**src/rtl/des_pkg.sv**
```systemverilog
// Shared constants and helpers for the DES key schedule: PC-1/PC-2
// selection tables, the per-round rotate amounts and the FSM state type.
package des_pkg;

    typedef logic [0:0] state_t;
    localparam state_t IDLE = 1'b0;
    localparam state_t GEN  = 1'b1;

    // PC-1: entry i names the key_in bit (1 = MSB) that lands in C||D bit i+1
    localparam int PC1_TABLE [56] = '{
        57, 49, 41, 33, 25, 17,  9,
         1, 58, 50, 42, 34, 26, 18,
        10,  2, 59, 51, 43, 35, 27,
        19, 11,  3, 60, 52, 44, 36,
        63, 55, 47, 39, 31, 23, 15,
         7, 62, 54, 46, 38, 30, 22,
        14,  6, 61, 53, 45, 37, 29,
        21, 13,  5, 28, 20, 12,  4
    };

    // PC-2: entry i names the C||D bit that lands in subkey bit i+1
    localparam int PC2_TABLE [48] = '{
        14, 17, 11, 24,  1,  5,
         3, 28, 15,  6, 21, 10,
        23, 19, 12,  4, 26,  8,
        16,  7, 27, 20, 13,  2,
        41, 52, 31, 37, 47, 55,
        30, 40, 51, 45, 33, 48,
        44, 49, 39, 56, 34, 53,
        46, 42, 50, 36, 29, 32
    };

    // Left-rotate amount applied before round 1..16 (sums to 28)
    localparam int SHIFT_TABLE [16] = '{1, 1, 2, 2, 2, 2, 2, 2, 1, 2, 2, 2, 2, 2, 2, 1};

    // Rotate amount for a 1-based round; out-of-range rounds give 1 (never used)
    function automatic logic [1:0] shift_amount(input logic [4:0] round);
        logic [3:0] idx;
        idx = 4'(round - 5'd1);
        if (round >= 5'd1 && round <= 5'd16) begin
            return 2'(SHIFT_TABLE[idx]);
        end
        return 2'd1;
    endfunction

    function automatic logic [1:28] rotl28(input logic [1:28] x, input logic [1:0] n);
        return (n == 2'd2) ? {x[3:28], x[1:2]} : {x[2:28], x[1]};
    endfunction

    function automatic logic [1:28] rotr28(input logic [1:28] x, input logic [1:0] n);
        return (n == 2'd2) ? {x[27:28], x[1:26]} : {x[28], x[1:27]};
    endfunction

endpackage

```
**src/rtl/des_pc2.sv**
```systemverilog
// Combinational PC-2 permuted choice: 56-bit C||D to 48-bit round subkey.
// Kept standalone so an unrolled schedule can instantiate one per round.
module des_pc2
    import des_pkg::*;
(
    input  logic [1:56] cd,
    output logic [1:48] subkey
);

    generate
        for (genvar gi = 0; gi < 48; gi++) begin : g_pc2
            assign subkey[gi + 1] = cd[PC2_TABLE[gi]];
        end
    endgenerate

endmodule

```
**src/rtl/des_key_schedule.sv**
```systemverilog
// Iterative DES key schedule. One subkey per accepted handshake, in
// encrypt order (K1..K16) or decrypt order (K16..K1). C and D are
// rotated in place; decrypt starts from the unrotated PC-1 halves,
// which equal C16/D16 because the total rotation is a full 28 bits.
module des_key_schedule
    import des_pkg::*;
#(
    parameter bit CHECK_PARITY = 1'b0
)
(
    input  logic        clk,
    input  logic        rst_n,
    input  logic [1:64] key_in,
    input  logic        decrypt,
    input  logic        start,
    output logic        busy,
    output logic [1:48] subkey_out,
    output logic [4:0]  subkey_num,
    output logic        subkey_valid,
    input  logic        subkey_ready,
    output logic        done,
    output logic        key_err
);

    state_t      state_reg, state_next;
    logic [1:28] c_reg, c_next;
    logic [1:28] d_reg, d_next;
    logic [4:0]  count_reg, count_next;
    logic        decrypt_reg, decrypt_next;
    logic        done_reg, done_next;
    logic        key_err_reg, key_err_next;

    logic [1:56] pc1_key;
    logic [1:48] pc2_key;
    logic [7:0]  byte_odd;
    logic        key_bad;

    generate
        for (genvar gi = 0; gi < 56; gi++) begin : g_pc1
            assign pc1_key[gi + 1] = key_in[PC1_TABLE[gi]];
        end
        // DES keys carry odd parity in every byte
        for (genvar gi = 0; gi < 8; gi++) begin : g_parity
            assign byte_odd[gi] = ^key_in[8*gi + 1 : 8*gi + 8];
        end
    endgenerate

    assign key_bad = ~&byte_odd;

    des_pc2 u_pc2 (
        .cd     ({c_reg, d_reg}),
        .subkey (pc2_key)
    );

    // Next-state logic: load on start, rotate on each transfer
    always_comb begin
        state_next   = state_reg;
        c_next       = c_reg;
        d_next       = d_reg;
        count_next   = count_reg;
        decrypt_next = decrypt_reg;
        done_next    = 1'b0;
        key_err_next = key_err_reg;
        case (state_reg)
            IDLE: begin
                if (start) begin
                    state_next   = GEN;
                    count_next   = 5'd1;
                    decrypt_next = decrypt;
                    key_err_next = CHECK_PARITY ? key_bad : 1'b0;
                    if (decrypt) begin
                        c_next = pc1_key[1:28];
                        d_next = pc1_key[29:56];
                    end else begin
                        c_next = rotl28(pc1_key[1:28], shift_amount(5'd1));
                        d_next = rotl28(pc1_key[29:56], shift_amount(5'd1));
                    end
                end
            end
            GEN: begin
                if (subkey_ready) begin
                    if (count_reg == 5'd16) begin
                        state_next = IDLE;
                        count_next = 5'd0;
                        done_next  = 1'b1;
                    end else begin
                        count_next = count_reg + 5'd1;
                        if (decrypt_reg) begin
                            c_next = rotr28(c_reg, shift_amount(5'd17 - count_reg));
                            d_next = rotr28(d_reg, shift_amount(5'd17 - count_reg));
                        end else begin
                            c_next = rotl28(c_reg, shift_amount(count_reg + 5'd1));
                            d_next = rotl28(d_reg, shift_amount(count_reg + 5'd1));
                        end
                    end
                end
            end
            default: state_next = IDLE;
        endcase
    end

    // State registers with asynchronous clear
    always_ff @(posedge clk or negedge rst_n) begin
        if (!rst_n) begin
            state_reg   <= IDLE;
            c_reg       <= '0;
            d_reg       <= '0;
            count_reg   <= '0;
            decrypt_reg <= 1'b0;
            done_reg    <= 1'b0;
            key_err_reg <= 1'b0;
        end else begin
            state_reg   <= state_next;
            c_reg       <= c_next;
            d_reg       <= d_next;
            count_reg   <= count_next;
            decrypt_reg <= decrypt_next;
            done_reg    <= done_next;
            key_err_reg <= key_err_next;
        end
    end

    assign busy         = (state_reg == GEN);
    assign subkey_valid = (state_reg == GEN);
    assign subkey_out   = subkey_valid ? pc2_key : '0;
    assign subkey_num   = subkey_valid ? (decrypt_reg ? 5'd17 - count_reg : count_reg) : 5'd0;
    assign done         = done_reg;
    assign key_err      = key_err_reg;

endmodule

```
**config.mk**
```make
export PLATFORM = sky130hd
export DESIGN_NAME = des_key_schedule
export DESIGN_NICKNAME = d
export VERILOG_FILES = /design/src/rtl/des_pkg.sv /design/src/rtl/des_pc2.sv /design/src/rtl/des_key_schedule.sv
export SDC_FILE = /design/constraint.sdc
export NUM_CORES = 1
export LEC_CHECK = 0
export ABC_AREA = 1
export BUFFER_PORTS_ARGS = -buffer_cell sky130_fd_sc_hd__buf_4
export CAP_MARGIN = 5
export CELL_PAD_IN_SITES_DETAIL_PLACEMENT = 0
export CELL_PAD_IN_SITES_GLOBAL_PLACEMENT = 1
export CORE_ASPECT_RATIO = 1.5
export CORE_MARGIN = 1
export CORE_UTILIZATION = 35
export CTS_BUF_LIST = sky130_fd_sc_hd__clkbuf_8 sky130_fd_sc_hd__clkbuf_16
export DETAILED_ROUTE_END_ITERATION = 6
export GPL_TIMING_DRIVEN = 0
export PLACE_DENSITY_LB_ADDON = 0.05
export SLEW_MARGIN = 20
export SYNTH_ARGS = -nofsm -noshare
export SYNTH_HDL_FRONTEND = slang
export SYNTH_HIERARCHICAL = 1
export SYNTH_SLANG_ARGS = --single-unit
```
**constraint.sdc**
```tcl
create_clock -name clk -period 2 [get_ports clk]
set_input_delay 0.5 -clock clk [delete_from_list [all_inputs] [get_ports clk]]
set_output_delay 0.5 -clock clk [all_outputs]
set_load 0.05 [all_outputs]
```
# After elaboration in Yosys (flattened, before gate mapping)
# Memory sizes are Yosys's and may differ from the RTL's.
# Cells that the tools add are included.
word_totals:
  memories: 2
  ff_bits: 64
  word_cells: 88
  out_inout_bits: 57
  input_bits: 69
  mem_bits_ro: 1024
op_classes:
  n_lt_le_gt_ge: 6
  mux: 56
  bitwise_logic: 3
  addsub: 4
  n_eq_ne: 6
  reduce_logical: 5
mem_list:
  columns: ["name", "words", "width", "rd", "rd_ports_with_merged_regs", "wr", "line_no", "rtl"]
  rows:
  - ["(name not given)", 16, 32, 1, 0, 0, "des_pkg.sv:41", "return 2'(SHIFT_TABLE[idx]);"]
  - ["(name not given)", 16, 32, 1, 0, 0, "des_pkg.sv:41", null]
op_table:
  columns: ["op", "n"]
  rows:
  - ["28-bit 2-to-1 mux", 14]
  - ["28-bit one-hot mux with 2 select lines", 2]
  - ["48-bit 2-to-1 mux", 1]
  - ["2-bit 2-to-1 mux", 16]
  - ["5-bit 2-to-1 mux", 5]
  - ["1-bit 2-to-1 mux", 16]
  - ["5-bit by 1-bit greater-or-equal comparator with 1-bit output, second input constant", 2]
  - ["5-bit greater-or-equal comparator, second input constant", 2]
  - ["5-bit less-or-equal comparator, second input constant", 2]
  - ["4-bit NOT with 5-bit output", 2]
  - ["5-bit one-hot mux with 2 select lines", 1]
  - ["4-bit by 1-bit subtractor with 4-bit output, second input constant", 2]
  - ["2-bit != test, second input constant", 3]
  - ["5-bit by 1-bit adder with 5-bit output, second input constant", 1]
  - ["5-bit == test, second input constant", 1]
  - ["5-bit subtractor, first input constant", 1]
  - ["2-bit == test, second input constant", 2]
  - ["2-bit AND reduction", 2]
  - ["3-bit AND reduction", 1]
  - ["1-bit logical AND", 2]
  - ["1-bit one-hot mux with 2 select lines", 1]
  - ["1-bit NOT", 1]

# Longest topological paths before layout
logic_depth:
  word_depth: 19
  depth_mapped: 18
  ltp_nobuf: 16

# Modules after synthesis
# The synthesis kept the hierarchy.
by_module_without_submodules:
  columns: ["module", "cells_each", "seq_area_each_um2", "instances", "area_each_um2"]
  rows:
  - ["des_key_schedule", 1271, 1601.5, 1, 6947.9]
  - ["des_pc2", 48, 0.0, 1, 360.3]

# Least setup slack after synthesis
# No wires, ideal clock.
synth_timing:
  path_kind: "register to output"
  start: "reg state_reg, in the netlist busy"
  end: "out subkey_num[2]"
  path_buffers: 2
  path_slack_ns: -0.568
  t_required_ns: 1.500
  path_stages_with_launch: 5
  arrival_time_ns: 2.068
  cell_sequence: "dfrtp_1 > buf_2 > clkbuf_1 > o21ai_0 > a21oi_1"
synth_between:
  elab_chain_len: 1
synth_lines:
  columns: ["element", "line_no", "rtl"]
  rows:
  - ["start: declaration", "des_key_schedule.sv:25", "state_t state_reg, state_next;"]
  - ["start signal: assignment", "des_key_schedule.sv:113", "state_reg <= state_next;"]
  - ["5-bit 2-to-1 mux", "des_key_schedule.sv:126", "assign subkey_num = subkey_valid ? (decrypt_reg ? 5'd17 - count_reg : count_reg) : 5'd0;"]
  - ["end: declaration", "des_key_schedule.sv:18", "output logic [4:0] subkey_num,"]
# Every way passes these cells.

# Final worst setup path
layout_timing:
  start: "reg decrypt_reg"
  end: "out subkey_num[0]"
layout_between:
  elab_chain_len: 2
layout_lines:
  columns: ["element", "line_no", "rtl"]
  rows:
  - ["start: declaration", "des_key_schedule.sv:29", "logic decrypt_reg, decrypt_next;"]
  - ["start signal: assignment", "des_key_schedule.sv:117", "decrypt_reg <= decrypt_next;"]
  - ["5-bit 2-to-1 mux (2 in series)", "des_key_schedule.sv:126", null]
# Every way passes these cells.

==> out/results.txt <==
outcome - finished, violations left
violated checks - setup timing
RSZ-0062 raised after global routing - true
CP max stage delay - 0.47 ns
Critical Path RT - 1.50 ns
final worst path period need - 2.25 ns
antenna-violating nets left - 0
Synth cell types - 27
H-Tree Depth - 3
Placer Congestion - 0.868
register bit count reported by yosys - 64
total CTS buffers - 9
1st-pass router iterations - 5
largest net degree at the start of global routing - 65
actual slew at the worst max-slew pin - 0.988 ns
Layout Utilization - 51.8%
CP startpoint kind - register
worst slack, placed - -0.627 ns
layout cells sized above 1 - 32.3%
synthesized area per cell - 5.54 µm²
crit-path cells - inv_2, clkbuf_8, o21ai_0, a21oi_4, buf_4
Die X-Extent - 120 µm
core area - 20400 µm²
Seq/Total Area, Yosys - 21.9%
synth top area cells - nand2_1 22%, dfrtp_1 22%, nor2_1 8.9%, nand3_1 8.1%, a21oi_1 7.8%
worst skew pair latency - 0.35 ns
DR iter-0 viols - 503
Residual DRC - 0
port buffer count - 115
via/cell ratio - 5.01
final worst clock skew - 0.00476 ns
Final #Nets - 1559
Starting Density - 35.8%
Worst Setup Slack, final - -0.254 ns
CTS tree - built
Fillers - 2244
dpl hpwl - 20500 µm
FP Rows - 64
fin. max-slew vios - 0
initial antenna violation count - 0
largest area contributor in the netlist - nand2_1
Final period util - 113%
vias in the first global route - 8433
max_cap viols - 0
worst hold-check path type - primary input to asynchronous set/reset pin
top cell type's share of synthesized area - 22.4%
antenna cells - 0
Die H - 179 µm
GRT Overall Usage - 27.3%
clk slew on worst S/H paths - 0.06 ns
Fin. Hold Viols - 0
die area - 21500 µm²
Clock Tree Root - clkbuf_16
first-pass GRT wire length - 44700 µm
crit-path max FO - 10
crit path kind - register to output pin
Wirelength per Cell - 16.8 µm
Worst Setup End Kind - output pin
critical path's slowest cell - dfrtp_2
Post-Syn Area - 7310 µm²
syn nets - 1396
# clock sinks - 64
final WL - 29400 µm
synthesis-to-layout area growth - 44.7%
Clock Path Buffers - 2
synth warn - 6
number of cells after detailed placement - 1698
Fmax - 444 MHz
GRT overflow - 0
Slew HR - 34.2%
Synth Instances - 1319
Worst Path Arrival - 1.75 ns
# IOs - 126
Non-Filler Instances - 1749
Final setup viols - 100
DR vias - 8764
-- cells in the final DEF, fill, tap and decap left out, types with 32 or more instances in the layout --
| cell | netlist | final |
|---|---|---|
| a21oi_1 | 114 | 111 |
| buf_4 | 57 | 147 |
| buf_8 | 0 | 44 |
| clkinvlp_4 | 0 | 40 |
| dfrtp_1 | 64 | 58 |
| inv_1 | 121 | 74 |
| nand2_1 | 437 | 384 |
| nand2_2 | 48 | 56 |
| nand2_4 | 0 | 43 |
| nand3_1 | 118 | 103 |
| nor2_1 | 174 | 168 |
| o21ai_0 | 40 | 32 |
-- cell type report --
class | count | area [µm²] | share of cell area [%]
plain buffers | 140 | 1160 | 10.9
clock buffers | 11 | 253 | 2.39
clock inverters | 3 | 12.5 | 0.118
inverters | 128 | 648 | 6.13
multi-input cells | 985 | 4910 | 46.4
flip-flops and latches | 64 | 1610 | 15.2
well taps | 264 | 330 | 3.12
repair buffers | 154 | 1660 | 15.7
-- stage by stage --
stage / hold slack [ns] / area, µm² / TNS, ns
6_report: 0.312 / 10600 / -13.25
4_1_cts: 0.346 / 10200 / -17.10
2_1_floorplan: 0.204 / 7520 / -0.885
5_1_grt: 0.388 / 10600 / -22.05
3_5_place_dp: 0.488 / 8710 / -42.53
3_3_place_gp: 0.484 / 8710 / -42.77
-- path summary, 6_finish.rpt --
check / cells after the start / slack [ns] / from / endpoint
worst max-delay path: 5 / -0.25 / decrypt_reg / subkey_num[0]
worst min-delay path: 1 / 0.31 / rst_n / c_reg[8]
worst max register to register: 16 / -0.25 / count_reg[0] / c_reg[26]
worst min register to register: 2 / 0.51 / c_reg[25] / c_reg[25]
max in group asynchronous: 1 / 0.98 / rst_n / count_reg[3]
min in group clk: 3 / 0.39 / start / busy
-- routing by layer --
layer | up-vias | track usage [%] | wire (µm)
li1 | 4364 | - | -
met1 | 4088 | 30.3 | 11800
met2 | 257 | 50.5 | 15400
met3 | 55 | 3.94 | 1160
met4 | 0 | 13.2 | 1020
met5 | - | 0 | 0
-- kinds of logic (layout without fill, tap and decap cells) --
family / after synthesis / after routing / synth area share, %
fa+ha+maj: 8 / 8 / 1.37
other cells: 1 / 1 / 0.0513
compound gates: 184 / 184 / 12.7
flops: 64 / 64 / 21.9
buf+inv: 270 / 436 / 18.4
simple gates: 792 / 792 / 45.6
-- Yosys cell counts (all sizes together) --
cell type / number
buf: 97
clkinv: 1
nand2: 485
and2: 1
dfrtp: 64
o22ai: 5
inv: 127
conb: 1
o211ai: 1
clkbuf: 45
nand3: 128
ha: 8
nor2: 176
nand4: 2
a21oi: 114
o21ai: 64
-- worst max-delay path, delay by kind of cell, from the launching register on --
kind,cells,cell delay [ns]
AO/OA/AOI/OAI,2,0.27
buffers and inverters,3,0.65
flip-flops,1,0.47
-- timing repair --
item | 4_1_cts | 5_1_grt
gates cloned | 7 | 5
setup buffers | 17 | 13
setup endpoints to repair | 109 | 109
pin swaps | 28 | 20
gates resized for setup | 266 | 87
hold buffers | 0 | 0
Power is not shown: default switching activity piles up to over one toggle a cycle in this logic, so the estimate is an artifact.
